==> config.mk <==
export PLATFORM = sky130hd
export DESIGN_NAME = readout_sequencer
export DESIGN_NICKNAME = d
export VERILOG_FILES = /design/src/rtl/readout_sequencer.sv
export SDC_FILE = /design/constraint.sdc
export NUM_CORES = 1
export LEC_CHECK = 0
export BUFFER_PORTS_ARGS = -buffer_cell sky130_fd_sc_hd__clkbuf_2
export CORE_MARGIN = 10
export CORE_UTILIZATION = 50
export DETAILED_ROUTE_END_ITERATION = 16
export GPL_TIMING_DRIVEN = 0
export PLACE_DENSITY = 0.8
export SLEW_MARGIN = 20
export SYNTH_ARGS = -nofsm -noshare
export SYNTH_HDL_FRONTEND = slang
export SYNTH_SLANG_ARGS = --single-unit
==> constraint.sdc <==
create_clock -name clk -period 2.7 [get_ports clk]
set_input_delay 0.54 -clock clk [delete_from_list [all_inputs] [get_ports clk]]
set_output_delay 0.54 -clock clk [all_outputs]
set_load 0.005 [all_outputs]
==> src/rtl/readout_sequencer.sv <==
// readout_sequencer: per-fill channel readout sequencer (header word, exclusive channel grants, trailer word)
//
// Optional feature: define READOUT_TIMEOUT_EN to enable per-channel read timeouts.
// Ports:
//   clk, reset_n                     clock and synchronous active-low reset
//   fill_valid, fill_num, fill_ready fill-number handshake from the trigger-number FIFO
//   chan_en                          channel enable mask, captured when a fill is accepted
//   timeout_max                      READ cycle limit per channel, 0 = unlimited (timeout build only)
//   rd_req, rd_done                  one-hot readout grant and per-channel completion
//   hdr_valid, hdr_data, hdr_ready   header/trailer word handshake
//   readout_busy                     high outside IDLE, feeds the trigger manager's cm_busy
//   seq_done                         one-cycle pulse once a fill has been fully read out
//   timeout_flag                     sticky per-channel timeout flags, cleared only by reset
module readout_sequencer #(
   parameter int NCHAN     = 5,
   parameter int FILLNUM_W = 24,
   parameter int TIMEOUT_W = 16
) (
   input  logic                   clk,
   input  logic                   reset_n,
   input  logic                   fill_valid,
   input  logic [FILLNUM_W-1:0]   fill_num,
   output logic                   fill_ready,
   input  logic [NCHAN-1:0]       chan_en,
   input  logic [TIMEOUT_W-1:0]   timeout_max,
   output logic [NCHAN-1:0]       rd_req,
   input  logic [NCHAN-1:0]       rd_done,
   output logic                   hdr_valid,
   output logic [FILLNUM_W+7:0]   hdr_data,
   input  logic                   hdr_ready,
   output logic                   readout_busy,
   output logic                   seq_done,
   output logic [NCHAN-1:0]       timeout_flag
);
   typedef enum logic [2:0] {IDLE, HEADER, NEXT, READ, TRAILER, DONE} state_t;
   state_t state;
   logic [FILLNUM_W-1:0] fill;
   logic [NCHAN-1:0] mask, tmask, lowest;
   logic [4:0] tmask5;
   // two's-complement trick isolates the lowest pending channel
   assign lowest = mask & (~mask + NCHAN'(1));
   assign tmask5 = 5'(tmask);
   assign readout_busy = state != IDLE;
`ifdef READOUT_TIMEOUT_EN
   logic [TIMEOUT_W-1:0] cnt;
   logic expired;
   // fires in the timeout_max-th READ cycle, so rd_req is high exactly timeout_max cycles
   assign expired = timeout_max != '0 && cnt == timeout_max - TIMEOUT_W'(1);
`else
   logic unused_timeout_max;
   assign unused_timeout_max = ^timeout_max;
`endif
   always_ff @(posedge clk) begin
      if (!reset_n) begin
         state        <= IDLE;
         fill         <= '0;
         mask         <= '0;
         tmask        <= '0;
         fill_ready   <= 1'b0;
         rd_req       <= '0;
         hdr_valid    <= 1'b0;
         hdr_data     <= '0;
         seq_done     <= 1'b0;
         timeout_flag <= '0;
`ifdef READOUT_TIMEOUT_EN
         cnt          <= '0;
`endif
      end else begin
         seq_done <= 1'b0;
         case (state)
            IDLE: begin
               fill_ready <= 1'b1;
               if (fill_valid && fill_ready) begin
                  fill       <= fill_num;
                  mask       <= chan_en;
                  tmask      <= '0;
                  fill_ready <= 1'b0;
                  hdr_valid  <= 1'b1;
                  hdr_data   <= {8'hA5, fill_num};
                  state      <= HEADER;
               end
            end
            HEADER: begin
               if (hdr_ready) begin
                  hdr_valid <= 1'b0;
                  state     <= NEXT;
               end
            end
            NEXT: begin
               if (mask == '0) begin
                  hdr_valid <= 1'b1;
                  hdr_data  <= {3'b111, tmask5, fill};
                  state     <= TRAILER;
               end else begin
                  rd_req <= lowest;
                  state  <= READ;
`ifdef READOUT_TIMEOUT_EN
                  cnt    <= '0;
`endif
               end
            end
            READ: begin
               // completion wins over a timeout landing in the same cycle
               if ((rd_done & rd_req) != '0) begin
                  mask   <= mask & ~rd_req;
                  rd_req <= '0;
                  state  <= NEXT;
               end
`ifdef READOUT_TIMEOUT_EN
               else if (expired) begin
                  timeout_flag <= timeout_flag | rd_req;
                  tmask        <= tmask | rd_req;
                  mask         <= mask & ~rd_req;
                  rd_req       <= '0;
                  state        <= NEXT;
               end else begin
                  cnt <= cnt + TIMEOUT_W'(1);
               end
`endif
            end
            TRAILER: begin
               if (hdr_ready) begin
                  hdr_valid <= 1'b0;
                  seq_done  <= 1'b1;
                  state     <= DONE;
               end
            end
            DONE: begin
               fill_ready <= 1'b1;
               state      <= IDLE;
            end
            default: state <= IDLE;
         endcase
      end
   end
endmodule

# ---- Yosys cells after proc, flatten, opt, wreduce, memory -nomap -nowiden
# Index checks and enable logic that the tools add are counted.
dict set report classes {
  addsub 1
  n_mul 0
  div_mod_pow 0
  order_cmp 0
  eq_ne 12
  shifts 0
  mux 22
  bitwise 5
  n_reduce_logical 18
}
# cell n
set op_table {}
lappend op_table {{two-way mux 32 bit} 2}
lappend op_table {{case mux 32 bit (2 select lines)} 1}
lappend op_table {{two-way mux 5 bit} 4}
lappend op_table {{case mux 5 bit (2 select lines)} 2}
lappend op_table {{AND 5 bit} 3}
lappend op_table {{two-way mux 3 bit} 5}
lappend op_table {{case mux 3 bit (5 select lines)} 1}
lappend op_table {{inequality test 2 bit (second input constant)} 6}
lappend op_table {{inverter 5 bit} 2}
lappend op_table {{AND reduction 3 bit} 3}
lappend op_table {{AND reduction 4 bit} 2}
lappend op_table {{nonzero test 2 bit} 4}
lappend op_table {{equality test 3 x 2 -> 1 bit (second input constant)} 2}
lappend op_table {{equality test 3 bit (second input constant)} 2}
lappend op_table {{nonzero test 3 bit} 2}
lappend op_table {{adder 5 x 1 -> 5 bit (second input constant)} 1}
lappend op_table {{zero test 5 bit} 1}
lappend op_table {{two-way mux 1 bit} 5}
lappend op_table {{nonzero test 5 bit} 1}
lappend op_table {{AND reduction 2 bit} 2}
lappend op_table {{equality test 3 x 1 -> 1 bit (second input constant)} 1}
lappend op_table {{zero test 3 bit} 1}
lappend op_table {{case mux 1 bit (3 select lines)} 1}
lappend op_table {{inequality test 2 x 1 -> 1 bit (second input constant)} 1}
lappend op_table {{3 further kinds} 3}
dict set report word_totals {
  ff_bits 72
  latch_bits 0
  ramBits 0
  romBits 0
  in_bits 54
  output_inout_bits 46
  elab_cells 66
  mem_count 0
}

# ---- Depth between registers and ports, before layout
dict set report depth {
  word_depth 5
  ltp_mapped 8
  ltp_nobuf 4
}

# ---- Worst setup path after synthesis
# Ideal clock, no wire load.
dict set report synth_timing {
  path_kind {register to register}
  from {register mask[0]}
  to {register hdr_data[0]}
  setup_ns 0.134
  t_arrival_ns 1.772
  required_time_ns 2.566
  path_slack_ns 0.794
  stages_incl_launch_ff 8
  n_path_buf 3
  synth_period_minus_slack_ns 1.906
  cell_sequence {dfxtp_1 > or4_1 > buf_2 > nor3b_4 > or2_1 > buf_4 > buf_4 > a211oi_1}
}
dict set report synth_between {
  elab_chain_cells 3
}
# element line
set synth_lines {}
lappend synth_lines {{from (decl)} 38} ;# logic [NCHAN-1:0] mask, tmask, lowest;
lappend synth_lines {{from (signal assigned)} 75} ;# mask <= chan_en;
lappend synth_lines {{from (signal assigned)} 105} ;# mask <= mask & ~rd_req;
lappend synth_lines {{zero test 5 bit} 90} ;# if (mask == '0) begin
lappend synth_lines {{inequality test 2 bit (no source line)} n/a}
lappend synth_lines {{AND reduction 3 bit (no source line)} n/a}
lappend synth_lines {{to (signal assigned)} 79} ;# hdr_data <= {8'hA5, fill_num};
lappend synth_lines {{to (signal assigned)} 92} ;# hdr_data <= {3'b111, tmask5, fill};
lappend synth_lines {{to (decl)} 29} ;# output logic [FILLNUM_W+7:0] hdr_data,
# Every way passes these cells.
# A chain may end at the register's enable or synchronous reset.

# ---- Worst setup path in the final report
dict set report layout_timing {
  from {register state[1]}
  to {register hdr_data[13]}
}
dict set report layout_between {
  elab_chain_cells 3
  word_cells_on_any_way 7
  classes_between {3 x eq/ne; 1 x mux; 3 x reduce/logical}
}
# element line
set layout_lines {}
lappend layout_lines {{from (decl)} 36} ;# state_t state;
lappend layout_lines {{from (signal assigned)} 55} ;# state <= IDLE;
lappend layout_lines {{from (signal assigned)} 80} ;# state <= HEADER;
lappend layout_lines {{from (signal assigned)} 86} ;# state <= NEXT;
lappend layout_lines {{equality test 3 x 2 -> 1 bit / zero test 3 bit (equally long branches)} 70} ;# case (state)
lappend layout_lines {{inequality test 2 bit (no source line) / nonzero test 2 bit (equally long branches)} n/a}
lappend layout_lines {{AND reduction 3 bit (no source line)} n/a}
# Parallel ways exist; a longest one is shown, timed or not.

==> impl_metrics.py <==
metrics = {
    "synthesis": {
        "synth-seq-area-share_pct": 46.2,
        "synth-async-reset-ratio_pct": 0,
        "ys_top_cells_by_area": "dfxtp_1 (46%), mux2i_1 (8.6%), nand2_1 (7.6%), a211oi_1 (6.7%), nor3_1 (4.8%)",
        "synth_warnings": 0,
        "ys.flop_type": "dfxtp_1",
        "synth_top_area_share_pct": 46.2,
        "synth_area_sq_um": 2900,
        "synth_cells": 335,
        "synth_area_leader_cell": "dfxtp_1",
        "synth_edf_count": 0,
        "synth_cell_type_count": 42,
        "ys_ff_latch": 67,
        "synth_area_per_cell_sq_um": 8.67,
    },
    "cts": {
        "hold_buffers": 0,
        "cts_resized": 0,
        "root_buffer": "clkbuf_8",
        "tritoncts": "built",
        "insertion_delay_ps": 340,
        "cts_setup_buffers": 0,
        "path_clk_slew_ps": 70,
        "cts_buffer_depth": 2,
        "clock_sinks": 67,
        "cts_buffers": 9,
        "htreeDepth": 3,
    },
    "timing": {
        "totalNegativeSetupSlack_ps": 0,
        "slew_headroom_pct": 50.8,
        "layout_min_cycle_time_ps": 2410,
        "timing.fmax_mhz": 415,
        "min_period_over_period_pct": 89.2,
        "finalClockSkew_ps": 9.73,
        "setup_violations": 0,
        "hold_viol_final": 0,
        "setup_slack_ps": 292,
        "worst_pin_slew_ps": 738,
        "rsz0062_at_grt": "no",
        "drv_slew": 0,
    },
    "floorplanning": {
        "num_rows": 27,
        "core_sq_um": 5570,
        "io_pins": 100,
        "floorplan.initialDensity_pct": 52.1,
        "dieHeight_microns": 96.2,
        "die_x_microns": 96.2,
        "die_area_sq_um": 9260,
    },
    "pwr": {
        "irDropWorstVdd_mv": 0.434,
        "switching_share_pct": 34.4,
        "combPwrFrac_pct": 32.6,
        "clockPowerShare_pct": 23.7,
        "power_uw": 2980,
        "power_frac_seq_pct": 43.7,
        "leakage_uw": 0.00143,
        "netSwitchingPower_uw": 1030,
        "p_per_area_nw_per_um2": 838,
        "internal_power_uw": 1960,
    },
    "grt": {
        "grt_pass1_vias": 2672,
        "antenna_found_initial": 0,
        "grt_first_pass_wirelength_mm": 12.5,
        "grt_overflow": 0,
        "grt_max_degree": 12,
        "grt.total_usage_pct": 17.1,
    },
    "routing": {
        "ant_nets": 0,
        "viasPerCell": 5.41,
        "drtIter0Drc": 191,
        "drc": 0,
        "dr.pass1.iters": 4,
        "wl_per_cell_microns": 15.3,
        "drt_wl_total_mm": 7.73,
        "dr_total_vias": 2733,
    },
    "hold_path": {
        "hold_start": "fill_num[16]",
        "hold_path_class": "input pin to flip-flop",
        "holdPathStages": 3,
        "worstHoldEndpoint": "fill[16]$_SDFFE_PN0P_",
    },
    "critical_path": {
        "rr_worst_depth": 6,
        "r2r_end": "hdr_data[13]$_SDFFE_PN0P_",
        "timing.rr.start": "state[1]$_SDFFE_PN0P_",
        "critPathRequiredTime_ps": 2940,
        "r2r_slack_ps": 290,
        "worstPathMaxFanout": 10,
        "path_class": "flip-flop to flip-flop",
        "start_kind": "flip-flop",
        "cp-end-kind": "flip-flop",
        "arrival_ps": 2650,
    },
    "finish": {
        "area_delta_synth_final_pct": 22.5,
        "nFillCells": 502,
        "fin_nets": 482,
        "antenna_cells": 0,
        "drive_above_1_share_pct": 25.9,
        "stdcell_area_sq_um": 3560,
    },
    "placement": {
        "place.gp.congestion": 0.847,
        "placed_area_sq_um": 3400,
        "hpwl_mm": 5.70,
        "pre_cts_ws_ps": 339,
        "io_buffer_count": 75,
    },
    "status": {
        "status": "finished, final reports clean",
    },
    "run": {
        "maxCapViolCount": 0,
    },
}
synth_stat cells, drive strengths merged (2+ instances only):
master and number:
a32o 3, a21oi 27, nor2 8, clkbuf 17, a221oi 2, buf 22, inv 3, nor3 28
and2 3, nor3b 2, o21ai 15, a211oi 26, nand3 6, nand2 59, or2 2, mux2i 25
dfxtp 67
cells in the final DEF (no fill, tap or decap), types with 2 or more instances in the layout:
master      Yosys  final
clkbuf_2        0     75
dfxtp_1        67     67
nand2_1        59     59
nor3_1         28     28
a21oi_1        27     27
a211oi_1       26     26
mux2i_1        25     25
clkbuf_1       17     19
o21ai_0        15     15
buf_4          14     14
clkbuf_8        0      9
nor2_1          8      8
conb_1          1      8
nand3_1         6      6
buf_2           5      5
inv_1           3      3
and2_1          3      3
a32o_1          3      3
clkinv_2        0      3
buf_1           2      2
a221oi_1        2      2
clkinvlp_4      0      2
power groups by stage:
stage	clock network (uW)	logic (uW)	registers, uW
floorplan	0	633	1320
global placement	0	954	1320
detailed placement	0	981	1320
CTS	716	984	1300
global route	751	1100	1330
finish	706	973	1300
critical path, cell delays in order (launching register included):
cell	delay, ps
dfxtp_1	300
buf_2	160
or3_1	420
nor2_1	600
clkbuf_1	490
nor3_1	100
a211oi_1	240
how the worst max path moves through the flow:
stage                               start                         to  slack, ps  cells after the start
floorplan            mask[0]$_SDFFE_PN0P_   hdr_data[0]$_SDFFE_PN0P_        790                      7
global route        state[1]$_SDFFE_PN0P_   hdr_data[2]$_SDFFE_PN0P_        150                      6
finish              state[1]$_SDFFE_PN0P_  hdr_data[13]$_SDFFE_PN0P_        290                      6
detailed placement  state[1]$_SDFFE_PN0P_  hdr_data[13]$_SDFFE_PN0P_        340                      6
global placement    state[1]$_SDFFE_PN0P_  hdr_data[13]$_SDFFE_PN0P_        430                      6
CTS                 state[1]$_SDFFE_PN0P_  hdr_data[13]$_SDFFE_PN0P_        310                      6
routing by layer:
| layer | GRT usage, % | up-vias | routed length (microns) |
|---|---|---|---|
| met5 | 0 | - | 0 |
| met4 | 9.34 | 0 | 162 |
| met3 | 4.98 | 17 | 633 |
| met2 | 28.3 | 97 | 3830 |
| met1 | 19.5 | 1261 | 3110 |
| li1 | - | 1358 | - |
area by class of cell:
| class | instances | area [sq um] | area share, % |
|---|---|---|---|
| sequential | 67 | 1340 | 37.7 |
| multi-input combinational | 233 | 1370 | 38.4 |
| clock buffer | 11 | 131 | 3.69 |
| tap | 72 | 90.1 | 2.53 |
| inverter | 3 | 11.3 | 0.317 |
| timing repair buffer | 75 | 375 | 10.6 |
| buffer | 39 | 213 | 5.98 |
| clock inverter | 5 | 30.0 | 0.844 |
state kept, by name (all words and copies together), names as in the netlist:
name	flops
fill_ready	1
state	3
rd_req	5
fill	24
seq_done	1
mask	5
hdr_data	27
hdr_valid	1
cell families (layout without fill, tap and decap cells):
family / after synthesis / count (layout) / synth area share [%]
DFF: 67 / 67 / 46.2
buffers and inverters: 42 / 133 / 7.71
muxes: 25 / 25 / 8.62
and+or+nand+nor: 117 / 117 / 18.7
AOI/OAI and AO/OA: 82 / 82 / 18.4
other: 1 / 8 / 0.129
xor gates and xnor gates: 1 / 1 / 0.302
through the flow:
| step | hold WS (ps) | cells | util, % |
|---|---|---|---|
| 5_1_grt | 440 | 505 | 63.8 |
| 3_5_place_dp | 446 | 489 | 60.9 |
| 3_3_place_gp | 441 | 489 | 60.9 |
| 2_1_floorplan | 436 | 342 | - |
| 4_1_cts | 418 | 505 | 63.8 |
| 6_report | 429 | 505 | 63.8 |
No activity file was read; power rests on OpenSTA's default activity.
